==> src/rtl/div_monitor.sv <==
// div_monitor: measures the period of an asynchronous divided clock in clk
// cycles, declares lock after LOCK_CNT consecutive good periods, and flags
// errors while locked and stalls (no edge for 2*DIV cycles).
// Optional duty-cycle check: define DIV_MON_DUTY_CHECK_EN.
module div_monitor #(
  parameter int DIV      = 9,
  parameter int TOL      = 0,
  parameter int LOCK_CNT = 4,
  parameter int CNT_W    = 8
) (
  input  logic             clk,
  input  logic             reset,
  input  logic             enable,
  input  logic             clr,
  input  logic             div_in,
  output logic [CNT_W-1:0] period,
  output logic             period_vld,
  output logic             locked,
  output logic             err,
  output logic [7:0]       err_cnt,
  output logic             stall,
  output logic [CNT_W-1:0] high_cnt
);

  typedef enum logic [1:0] {IDLE, WAIT_EDGE, TRACK, LOCKED} state_t;

  // Tolerance windows, one bit wider than cnt so DIV+TOL cannot wrap.
  localparam logic [CNT_W:0] P_LO  = (CNT_W+1)'((DIV > TOL) ? DIV - TOL : 0);
  localparam logic [CNT_W:0] P_HI  = (CNT_W+1)'(DIV + TOL);
  localparam logic [CNT_W-1:0] TMO = CNT_W'(2 * DIV);
  localparam logic [3:0] LC        = 4'(LOCK_CNT);

  state_t           state, nstate;
  logic             s1, s2, s3, e;
  logic [CNT_W-1:0] cnt;
  logic [3:0]       mcnt, mc_nxt;
  logic             lock_nxt, err_set, stall_set;
  logic             meas, tmo, per_ok, good;

  assign e      = s2 & ~s3;
  assign meas   = enable & e & ((state == TRACK) | (state == LOCKED));
  assign tmo    = ~e & (cnt == TMO);
  assign per_ok = ({1'b0, cnt} >= P_LO) && ({1'b0, cnt} <= P_HI);

`ifdef DIV_MON_DUTY_CHECK_EN
  localparam logic [CNT_W:0] H_LO = (CNT_W+1)'((DIV/2 > TOL) ? DIV/2 - TOL : 0);
  localparam logic [CNT_W:0] H_HI = (CNT_W+1)'((DIV+1)/2 + TOL);
  logic [CNT_W-1:0] hcnt;
  logic             duty_ok;

  assign duty_ok = ({1'b0, hcnt} >= H_LO) && ({1'b0, hcnt} <= H_HI);
  assign good    = per_ok & duty_ok;

  // Count synchronized-high cycles per period; the edge cycle itself is high.
  always_ff @(posedge clk) begin
    if (!reset) begin
      hcnt     <= '0;
      high_cnt <= '0;
    end else begin
      if (!enable)                hcnt <= '0;
      else if (e)                 hcnt <= CNT_W'(1);
      else if (s2 && hcnt != '1)  hcnt <= hcnt + CNT_W'(1);
      if (meas) high_cnt <= hcnt;
    end
  end
`else
  assign good     = per_ok;
  assign high_cnt = '0;
`endif

  // Next-state and match/lock/flag decisions; enable low overrides everything.
  always_comb begin
    nstate    = state;
    mc_nxt    = mcnt;
    lock_nxt  = locked;
    err_set   = 1'b0;
    stall_set = 1'b0;
    if (!enable) begin
      nstate   = IDLE;
      mc_nxt   = '0;
      lock_nxt = 1'b0;
    end else begin
      case (state)
        IDLE: begin
          nstate   = WAIT_EDGE;
          mc_nxt   = '0;
          lock_nxt = 1'b0;
        end
        WAIT_EDGE: if (e) nstate = TRACK;
        TRACK: begin
          if (tmo) begin
            stall_set = 1'b1;
            mc_nxt    = '0;
            nstate    = WAIT_EDGE;
          end else if (e) begin
            if (good) begin
              mc_nxt = mcnt + 4'd1;
              if (mc_nxt == LC) begin
                nstate   = LOCKED;
                lock_nxt = 1'b1;
              end
            end else begin
              mc_nxt = '0;
            end
          end
        end
        LOCKED: begin
          if (tmo) begin
            stall_set = 1'b1;
            mc_nxt    = '0;
            lock_nxt  = 1'b0;
            nstate    = WAIT_EDGE;
          end else if (e && !good) begin
            err_set  = 1'b1;
            mc_nxt   = '0;
            lock_nxt = 1'b0;
            nstate   = TRACK;
          end
        end
        default: nstate = IDLE;
      endcase
    end
  end

  // State, synchronizer, period counter and sticky status registers.
  always_ff @(posedge clk) begin
    if (!reset) begin
      state      <= IDLE;
      s1         <= 1'b0;
      s2         <= 1'b0;
      s3         <= 1'b0;
      cnt        <= '0;
      mcnt       <= '0;
      locked     <= 1'b0;
      period     <= '0;
      period_vld <= 1'b0;
      err        <= 1'b0;
      err_cnt    <= '0;
      stall      <= 1'b0;
    end else begin
      s1         <= div_in;
      s2         <= s1;
      s3         <= s2;
      state      <= nstate;
      mcnt       <= mc_nxt;
      locked     <= lock_nxt;
      period_vld <= meas;
      if (meas) period <= cnt;
      if (!enable || state == IDLE) cnt <= '0;
      else if (e)                   cnt <= CNT_W'(1);
      else if (cnt != '1)           cnt <= cnt + CNT_W'(1);
      // A new error in the same cycle as clr wins.
      if (err_set) begin
        err     <= 1'b1;
        err_cnt <= clr ? 8'd1 : ((err_cnt == 8'hff) ? err_cnt : err_cnt + 8'd1);
      end else if (clr) begin
        err     <= 1'b0;
        err_cnt <= '0;
      end
      if (stall_set) stall <= 1'b1;
      else if (clr)  stall <= 1'b0;
    end
  end

endmodule

==> config.mk <==
export PLATFORM = sky130hd
export DESIGN_NAME = div_monitor
export DESIGN_NICKNAME = d
export VERILOG_FILES = /design/src/rtl/div_monitor.sv
export SDC_FILE = /design/constraint.sdc
export NUM_CORES = 1
export LEC_CHECK = 0
export ABC_CLOCK_PERIOD_IN_PS = 1900
export CAP_MARGIN = 20
export CORE_AREA = 5 5 71 73
export DETAILED_ROUTE_END_ITERATION = 8
export DIE_AREA = 0 0 76 78
export HOLD_SLACK_MARGIN = 0.1
export PLACE_DENSITY_LB_ADDON = 0.05
export SETUP_SLACK_MARGIN = 0.15
export SYNTH_ARGS = -nofsm -noshare
export SYNTH_HDL_FRONTEND = slang
export SYNTH_SLANG_ARGS = --single-unit
==> constraint.sdc <==
create_clock -name clk -period 1.9 [get_ports clk]
set_clock_uncertainty 0.05 [all_clocks]
set_input_delay 0.38 -clock clk [delete_from_list [all_inputs] [get_ports clk]]
set_output_delay 0.38 -clock clk [all_outputs]
set_load 0.005 [all_outputs]
Yosys cells after proc, flatten, opt, wreduce, memory -nomap -nowiden
Cells that the tools add are included.
Storage, ports and cells
  output and inout port bits: 28
  bits of input ports: 5
  word-level logic and storage cells: 98
  register bits after elaboration: 37
Cells by class
  equality and inequality tests: 17
  add/sub/neg operators: 3
  magnitude comparators: 2
  mux-type cells: 37
  bitwise operators: 8
  reduce and logical (&&, ||, !) cells: 18
Operator list (number)
  $mux W8: 4
  $mux W4: 5
  $mux W1: 18
  $add A8 B1 Y8 const B: 2
  $mux W2: 7
  $pmux W4 S3: 1
  $ne A2 B2 Y1 const B: 5
  $eq A8 B5 Y1 const B: 1
  $eq A8 B8 Y1 const B: 1
  $ge A8 B4 Y1 const B: 1
  $le A8 B4 Y1 const B: 1
  $ne A8 B8 Y1 const B: 1
  $pmux W2 S4: 1
  $ne A3 B2 Y1 const B: 2
  $ne A3 B3 Y1 const B: 2
  $reduce_and A6 Y1: 1
  $reduce_bool A2 Y1: 3
  $reduce_and A5 Y1: 1
  $add A4 B1 Y4 const B: 1
  $and A1 B1 Y1: 4
  $eq A2 B2 Y1 const B: 2
  $eq A4 B3 Y1 const B: 1
  $reduce_and A2 Y1: 2
  $reduce_or A2 Y1: 2
  12 further kinds: 16

Logic depth before layout (Yosys ltp)
Gate-level depths: netlist of the first run.
  depth in word-level cells: 10
  gate-level depth with buffers: 6
  mapped depth without buffers: 6

Least setup slack after synthesis of the first run
No wires, ideal clock.
  kind: register to register
  start point: register cnt[1]
  end point: register err_cnt[3]
  path buffers: 0
  library setup time: 0.121 ns
  data arrival time: 1.664 ns
  period minus slack after synthesis: 1.834 ns
  slack: 0.066 ns
  required time: 1.729 ns
  stages on the path, launching flop included: 7
  cell sequence: dfxtp_1 > inv_1 > ha_1 > and3b_1 > a211oi_4 > and4_1 > mux2_2
On the way
  longest elaborated chain between the ends: 10
  elaborated cells between the ends (all ways): 14
  those cells by class: order compare (2); eq/ne (1); mux (5); bitwise (1); reduce/logical (5)
RTL lines
  start, declared: line 35  | logic [CNT_W-1:0] cnt;
  start signal, assigned: line 151  | else if (cnt != '1) cnt <= cnt + CNT_W'(1);
  $ge A8 B4 Y1 or $le A8 B4 Y1 (tied branches): line 43  | assign per_ok = ({1'b0, cnt} >= P_LO) && ({1'b0, cnt} <= P_HI);
  $logic_and A1 B1 Y1: line 43
  $logic_not A1 Y1: line 113  | end else if (e && !good) begin
  $logic_and A1 B1 Y1: line 113
  $mux W1: line 113
  $mux W1 (*): line 108  | if (tmo) begin
  $mux W1 (*): line 83  | case (state)
  $mux W1 (*): line 78  | if (!enable) begin
  $reduce_bool A2 Y1 (no source line)
  $reduce_and A2 Y1 (no source line)
  end signal, assigned: line 155  | err_cnt <= clr ? 8'd1 : ((err_cnt == 8'hff) ? err_cnt : err_cnt + 8'd1);
  end, declared: line 20  | output logic [7:0] err_cnt,
Every way passes the cells marked *; elsewhere a longest branch is shown, timed or not.
A chain may end at the register's enable or synchronous reset.

Worst setup path after layout of the first run
  start point: register err_cnt[7]
  end point: output err_cnt[7]
No word-level cell between the ends.

==> results.json, run 1 <==
{
  "vdd_drop_max_mv": 0.337,
  "critPathLaunchType": "register",
  "num_io_pins": 33,
  "drv_slew": 0,
  "hold_depth": 1,
  "clock_latency_ns": 0.29,
  "setup_violations": 0,
  "p_sw_share_pct": 22.3,
  "die_y_um": 78,
  "antenna_cells": 0,
  "ys_seq_elements": 37,
  "grt_pass1_wl_um": 7230,
  "final.min_clock_period_ns": 1.71,
  "path_buf_inv": 1,
  "cts_made_buffers": 5,
  "fmax_mhz": 583,
  "core_um2": 4290,
  "antenna_found_initial": 0,
  "critPathCaptureType": "primary output",
  "path_depth": 1,
  "synth_cells": 224,
  "track_usage_pct": 14.7,
  "drive_above_1_share_pct": 22.3,
  "power_mw": 1.55,
  "syn_area_um2": 1970,
  "dp_hpwl_um": 3180,
  "p_sw_mw": 0.345,
  "wl_per_cell_um": 13.5,
  "port_buffers": 24,
  "place_congestion": 0.780,
  "dieArea_um2": 5930,
  "syn2layout_area_growth_pct": 29.5,
  "drt-initial-drc-count": 137,
  "drc": 0,
  "hold_path.class": "reg -> reg",
  "cts.clk_slew.worst_paths_ns": 0.08,
  "synth_edf_count": 0,
  "crit_arrival_ns": 1.28,
  "yosys_warnings": 0,
  "cts_tree": "yes",
  "cts_hold_buf": 0,
  "multi_input_area_um2": 1110,
  "worstPathRequired_ns": 1.47,
  "firstDrtPassIters": 4,
  "routed_wl_um": 4410,
  "critical_path.top_delay_family": "buffers and inverters",
  "clock_path_buffers": 2,
  "dieWidth_um": 76,
  "cap_violations": 0,
  "grt_pass1_vias": 1514,
  "fillers": 406,
  "seq_area_um2": 751,
  "startpoint": "err_cnt[7]",
  "synthFlopType": "dfxtp_1",
  "ant_nets": 0,
  "cts-htree-levels": 2,
  "reg2reg_from": "cnt[6]",
  "grt_start_max_net_pins": 14,
  "period_share_pct": 90.2,
  "final_util_pct": 59.4,
  "p_leak_nw": 0.962,
  "seqPwrFrac_pct": 50.7,
  "crit_fanout": 7,
  "root_buffer": "clkbuf_8",
  "reg2regPathDepth": 6,
  "cts.sinks": 37,
  "rsz0062_at_grt": "true",
  "syn_area_per_cell_um2": 8.80,
  "tns_ns": 0,
  "regToRegSetupSlack_ns": 0.20,
  "combPwrFrac_pct": 4.1,
  "row_count": 24,
  "slowest_stage": "clkdlybuf4s50_1",
  "status": "finished, final reports clean",
  "hold_violations": 0,
  "start_util_pct": 45.9,
  "seq_area_frac_synth_pct": 37.6,
  "p_int_mw": 1.20,
  "synthArstFlopShare_pct": 0,
  "vias_per_cell": 5.33,
  "fin_cells": 326,
  "vias": 1737,
  "dpl.cell_count": 313,
  "hold_start": "s1",
  "num-nets-final": 284,
  "path_cells": "clkdlybuf4s50_1",
  "max_stage_delay_ns": 0.54,
  "path_class": "reg -> out",
  "pwr-share-clk_pct": 45.2,
  "ys_types": 53,
  "overflow": 0,
  "powerDensity_nw_per_um2": 606
}
[state kept, by name, indices dropped and copies added (netlist names)]
signal,cells
s1,1
err,1
cnt,8
state,2
period_vld,1
err_cnt,8
s3,1
stall,1
locked,1
s2,1
period,8
mcnt,4
[routing by layer]
metal / vias up / routed length (um) / global-route usage [%]
li1: 892 / - / -
met1: 803 / 2180 / 20.4
met2: 38 / 1940 / 21.1
met3: 4 / 225 / 4.05
met4: 0 / 65 / 6.05
met5: - / 0 / 0
[stage by stage]
stage	setup slack, ns	hold WS (ns)	cell area (um^2)
6_report	0.185	0.413	2550
5_1_grt	0.114	0.435	2550
4_1_cts	0.133	0.420	2480
3_5_place_dp	-0.219	0.397	2350
3_3_place_gp	-0.174	0.394	2350
2_1_floorplan	0.153	0.362	2000
[cells in the mapped netlist (6+ instances only)]
cell type,n,area [um^2]
nand2_1,26,97.6
a21boi_0,10,75.1
nor3_1,6,30.0
inv_1,10,37.5
dfxtp_1,37,741
nand3_1,12,60.1
o21ai_0,9,45.0
nor2_1,9,33.8
a211oi_1,6,45.0
ha_1,6,75.1
buf_4,10,75.1
a21oi_1,10,50.1
and2_1,7,43.8
[power groups by stage]
| stage | Combinational, mW | Clock [mW] | Sequential, mW |
|---|---|---|---|
| final | 0.0632 | 0.698 | 0.784 |
| after global routing | 0.0695 | 0.745 | 0.785 |
| after CTS | 0.0603 | 0.720 | 0.786 |
| after detailed placement | 0.0605 | 0 | 0.804 |
| after global placement | 0.0608 | 0 | 0.804 |
| after floorplan | 0.0462 | 0 | 0.802 |
[placed cells by master (no fill, tap or decap), types with 2 or more instances in the layout]
cell / instances
dfxtp_1: 31
buf_4: 27
nand2_1: 26
clkdlybuf4s50_1: 23
nand3_1: 12
inv_1: 10
a21boi_0: 10
o21ai_0: 9
a21oi_1: 8
nor2_1: 8
conb_1: 8
and2_1: 7
a211oi_1: 6
nor3_1: 6
and3_1: 5
ha_1: 5
clkbuf_8: 5
dfxtp_2: 5
nand2b_1: 4
nand4_1: 4
xnor2_1: 4
and3b_1: 3
or4_4: 3
a41oi_1: 3
nand3b_1: 2
o31ai_1: 2
a311oi_1: 2
a31oi_1: 2
a21oi_2: 2
[final timing paths]
path	endpoint
max	err_cnt[7]
min	s2
max reg2reg	err_cnt[3]
min reg2reg	s2
[cells by family after synthesis]
kind of cell	Yosys count	share of synthesized area (%)
AND/OR/NAND/NOR	91	26.2
AO/OA/AOI/OAI	56	21.1
flip-flops	37	37.6
buffers and inverters	28	8.76
adder cells (fa/ha/maj)	6	3.81
XOR/XNOR	4	1.78
other	1	0.190
multiplexers	1	0.571
[final cells by class]
class	instances	area share [%]
multi-input combinational	166	43.5
sequential	37	29.4
timing repair buffer	53	18.5
clock buffer	5	2.70
tap	52	2.55
clock inverter	3	1.81
inverter	10	1.47
[what timing repair did]
item                                    in CTS  in global routing
endpoints found under the setup margin       7                 13
buffers inserted                             1                  4
pin swaps                                    2                  7
gates resized for setup                      3                 12
Power figures use the tool's default switching activity.
==> run 2, diff against run 1 <==
- CORE_AREA: 5 5 71 73 -> 8 8 74 76
- DIE_AREA: 0 0 76 78 -> 0 0 82 84
==> results.json, run 2 (synthesis gave the netlist of run 1 again) <==
{
  "final.min_clock_period_ns": 1.72,
  "path_buf_inv": 1,
  "grt_pass1_wl_um": 7570,
  "place_congestion": 0.802,
  "drv_slew": 0,
  "row_count": 24,
  "start_util_pct": 46.2,
  "grt_start_max_net_pins": 15,
  "grt_pass1_vias": 1611,
  "path_class": "reg -> reg",
  "num_io_pins": 33,
  "crit_fanout": 4,
  "num-nets-final": 280,
  "drc": 0,
  "period_share_pct": 90.6,
  "combPwrFrac_pct": 4.3,
  "drt-initial-drc-count": 135,
  "rsz0062_at_grt": "true",
  "port_buffers": 24,
  "pwr-share-clk_pct": 38.3,
  "final_cell_mix": "32 x dfxtp_1, 26 x nand2_1, 24 x buf_4",
  "cts_tree": "yes",
  "status": "finished, final reports clean",
  "p_int_mw": 1.06,
  "p_sw_share_pct": 22.6,
  "root_buffer": "clkbuf_8",
  "hold_path_end": "s2",
  "crit_arrival_ns": 1.85,
  "seqPwrFrac_pct": 57.4,
  "path_cells": "inv_2 -> ha_4 -> and3b_2 -> a211oi_4 -> and4_1 -> mux2_4",
  "routed_wl_um": 4620,
  "vias": 1738,
  "setup_violations": 0,
  "hold_path.class": "reg -> reg",
  "clock_path_buffers": 2,
  "vdd_drop_max_mv": 0.281,
  "worstPathRequired_ns": 2.02,
  "powerDensity_nw_per_um2": 551,
  "firstDrtPassIters": 4,
  "vias_per_cell": 5.40,
  "regToRegSetupSlack_ns": 0.18,
  "critical_path.top_delay_family": "simple AND/OR/NAND/NOR gates",
  "dieArea_um2": 6890,
  "slowest_stage": "dfxtp_4",
  "p_leak_nw": 0.930,
  "cts.sinks": 37,
  "wl_per_cell_um": 14.4,
  "cts_made_buffers": 5,
  "cts-htree-levels": 2,
  "hold_violations": 0,
  "antenna_found_initial": 0,
  "drive_above_1_share_pct": 19.6,
  "mostFrequentLayoutCell": "dfxtp_1",
  "track_usage_pct": 13.5,
  "p_sw_mw": 0.309,
  "cts.clk_slew.worst_paths_ns": 0.07,
  "critPathCaptureType": "register",
  "cts_hold_buf": 0,
  "r2r_end": "err_cnt[3]",
  "ant_nets": 0,
  "cap_violations": 0,
  "tns_ns": 0,
  "clock_latency_ns": 0.28,
  "overflow": 0,
  "reg2reg_from": "cnt[1]",
  "top_regs": "cnt: 8 flops, err_cnt: 8 flops, period: 8 flops",
  "antenna_cells": 0,
  "critPathLaunchType": "register",
  "hold_depth": 1,
  "dp_hpwl_um": 3340,
  "fmax_mhz": 581,
  "syn2layout_area_growth_pct": 25.8,
  "die_y_um": 84,
  "hold_start": "s1",
  "max_stage_delay_ns": 0.37,
  "dieWidth_um": 82,
  "reg2regPathDepth": 6,
  "core_um2": 4260,
  "power_mw": 1.37
}
run 2: worst register-to-register path, stage by stage (launching register included):
cell      delay, ns
dfxtp_4        0.37
inv_2          0.05
ha_4           0.15
and3b_2        0.22
a211oi_4       0.25
and4_1         0.24
mux2_4         0.30
run 2: power groups by stage:
stage / registers [mW] / logic, mW / clock network (mW)
6_report: 0.784 / 0.0590 / 0.524
5_1_grt: 0.784 / 0.0646 / 0.588
4_1_cts: 0.786 / 0.0570 / 0.554
3_5_place_dp: 0.804 / 0.0573 / 0
3_3_place_gp: 0.804 / 0.0575 / 0
2_1_floorplan: 0.802 / 0.0462 / 0
run 2: through the flow:
step / instance area [um^2] / hold WS (ns) / setup slack [ns] / instances / utilization (%)
after global placement: 2330 / 0.388 / -0.151 / 311 / 54.7
after floorplan: 2000 / 0.362 / 0.153 / 231 / -
after global routing: 2480 / 0.423 / 0.109 / 322 / 58.1
final: 2480 / 0.413 / 0.179 / 322 / 58.1
after CTS: 2420 / 0.416 / 0.152 / 319 / 56.7
after detailed placement: 2330 / 0.378 / -0.181 / 311 / 54.7
run 2: timing repair:
action | CTS | global route
endpoints found under the setup margin | 6 | 15
gates resized for setup | 3 | 12
pin swaps | 0 | 7
setup buffers | 0 | 3
run 2: final cells by class:
class                      instances  area [um^2]
clock buffer                       6         72.6
inverter                          10         37.5
fill                             400         1790
sequential                        37          752
multi-input combinational        166         1110
tap                               52         65.1
clock inverter                     2         10.0
timing repair buffer              49          430
run 2: routing by layer:
| layer | wire length (um) | share of wire (%) | GRT usage [%] |
|---|---|---|---|
| met3 | 287 | 6.2 | 3.99 |
| met4 | 17 | 0.37 | 3.51 |
| met1 | 2280 | 49 | 18.7 |
| met2 | 2040 | 44 | 19.5 |
| met5 | 0 | 0 | 0 |
run 2: worst max-delay path by stage:
stage,startpoint,end,cells after the start
2_1_floorplan,cnt[1],err_cnt[3],6
3_3_place_gp,enable,err_cnt[7],5
3_5_place_dp,enable,err_cnt[7],5
4_1_cts,cnt[7],err_cnt[6],5
5_1_grt,cnt[7],err_cnt[6],5
6_report,cnt[1],err_cnt[3],6
==> run 3, diff against run 2 <==
- CORE_AREA: 8 8 74 76 -> 2 2 68 70
- DIE_AREA: 0 0 82 84 -> 0 0 70 72
==> results.json, run 3 (synthesis gave the netlist of run 1 again) <==
{
  "core_um2": 4260,
  "syn2layout_area_growth_pct": 28.6,
  "path_cells": "clkdlybuf4s50_1",
  "cts_made_buffers": 5,
  "drive_above_1_share_pct": 20.5,
  "slowest_stage": "clkdlybuf4s50_1",
  "hold_path.class": "reg -> reg",
  "final_util_pct": 59.4,
  "track_usage_pct": 18.3,
  "clock_latency_ns": 0.29,
  "critical_path.top_delay_family": "buffers and inverters",
  "cap_violations": 0,
  "vdd_drop_max_mv": 0.415,
  "vias_per_cell": 5.40,
  "mostFrequentLayoutCell": "dfxtp_1",
  "dp_worst_setup_slack_ns": -0.151,
  "hold_violations": 0,
  "port_buffers": 24,
  "row_count": 24,
  "powerDensity_nw_per_um2": 615,
  "path_buf_inv": 1,
  "drc": 0,
  "dieWidth_um": 70,
  "cts_tree": "yes",
  "root_buffer": "clkbuf_8",
  "dp_hpwl_um": 3140,
  "dieArea_um2": 5040,
  "period_share_pct": 89.2,
  "top_regs": "cnt: 8 flops, err_cnt: 8 flops, period: 8 flops",
  "antenna_found_initial": 0,
  "crit_arrival_ns": 1.26,
  "start_util_pct": 46.2,
  "critPathCaptureType": "primary output",
  "fmax_mhz": 590,
  "dpl_cell_area_um2": 2340,
  "place_congestion": 0.818,
  "clock_path_buffers": 2,
  "grt_pass1_vias": 1580,
  "firstDrtPassIters": 4,
  "design_area_um2": 2530,
  "tns_ns": 0,
  "reg2regPathDepth": 5,
  "path_class": "reg -> out",
  "status": "finished, final reports clean",
  "seq_area_um2": 748,
  "hold_depth": 1,
  "cts-htree-levels": 2,
  "timing.final.ws_setup_ns": 0.206,
  "drv_slew": 0,
  "path_depth": 1,
  "antenna_cells": 0,
  "vias": 1755,
  "fillers": 397,
  "overflow": 0,
  "critPathLaunchType": "register",
  "ant_nets": 0,
  "final.min_clock_period_ns": 1.69,
  "die_y_um": 72,
  "power_mw": 1.56,
  "drt-initial-drc-count": 131,
  "multi_input_area_um2": 1110,
  "dpl.cell_count": 312,
  "worstPathRequired_ns": 1.47,
  "cts.sinks": 37,
  "setup_violations": 0,
  "wl_per_cell_um": 13.1,
  "grt_pass1_wl_um": 7530,
  "max_stage_delay_ns": 0.54,
  "holdWs_ns": 0.394,
  "grt_start_max_net_pins": 14,
  "rsz0062_at_grt": "true",
  "p_leak_nw": 0.956,
  "cts.clk_slew.worst_paths_ns": 0.08,
  "routed_wl_um": 4270,
  "fin_cells": 325,
  "crit_fanout": 7,
  "final_cell_mix": "33 x dfxtp_1, 26 x nand2_1, 26 x buf_4",
  "num_io_pins": 33,
  "num-nets-final": 283
}
## run 3: final cells by class
| class | count | area share [%] |
|---|---|---|
| inverters | 10 | 1.48 |
| multi-input cells | 166 | 43.7 |
| flip-flops and latches | 37 | 29.5 |
| well taps | 52 | 2.57 |
| repair buffers | 52 | 18.0 |
| clock inverters | 2 | 1.48 |
| clock buffers | 6 | 3.26 |
## run 3: metal layers
| layer | vias to the layer above | share of wire, % | track usage [%] |
|---|---|---|---|
| li1 | 893 | - | - |
| met1 | 804 | 49 | 26.0 |
| met2 | 52 | 44 | 27.7 |
| met3 | 6 | 6.1 | 4.44 |
| met4 | 0 | 1.0 | 5.13 |
| met5 | - | 0 | 0 |
## run 3: final timing paths
check / start / to / slack, ns
worst min register to register: s1 / s2 / 0.39
worst max-delay path: err_cnt[6] / err_cnt[6] / 0.21
worst min-delay path: s1 / s2 / 0.39
worst max register to register: cnt[0] / err_cnt[3] / 0.22
## run 3: timing repair
action                                  CTS  global route
gates resized for setup                   3            10
hold buffers                              0             0
setup buffers                             0             5
endpoints found under the setup margin    8            10
pin swaps                                 2             6
## run 3: power breakdown
part | internal [mW] | leakage, nW | switching [mW]
clock network | 0.427 | 0.0574 | 0.284
registers | 0.778 | 0.301 | 0.00547
logic | 0.0292 | 0.597 | 0.0335
total | 1.23 | 0.956 | 0.323
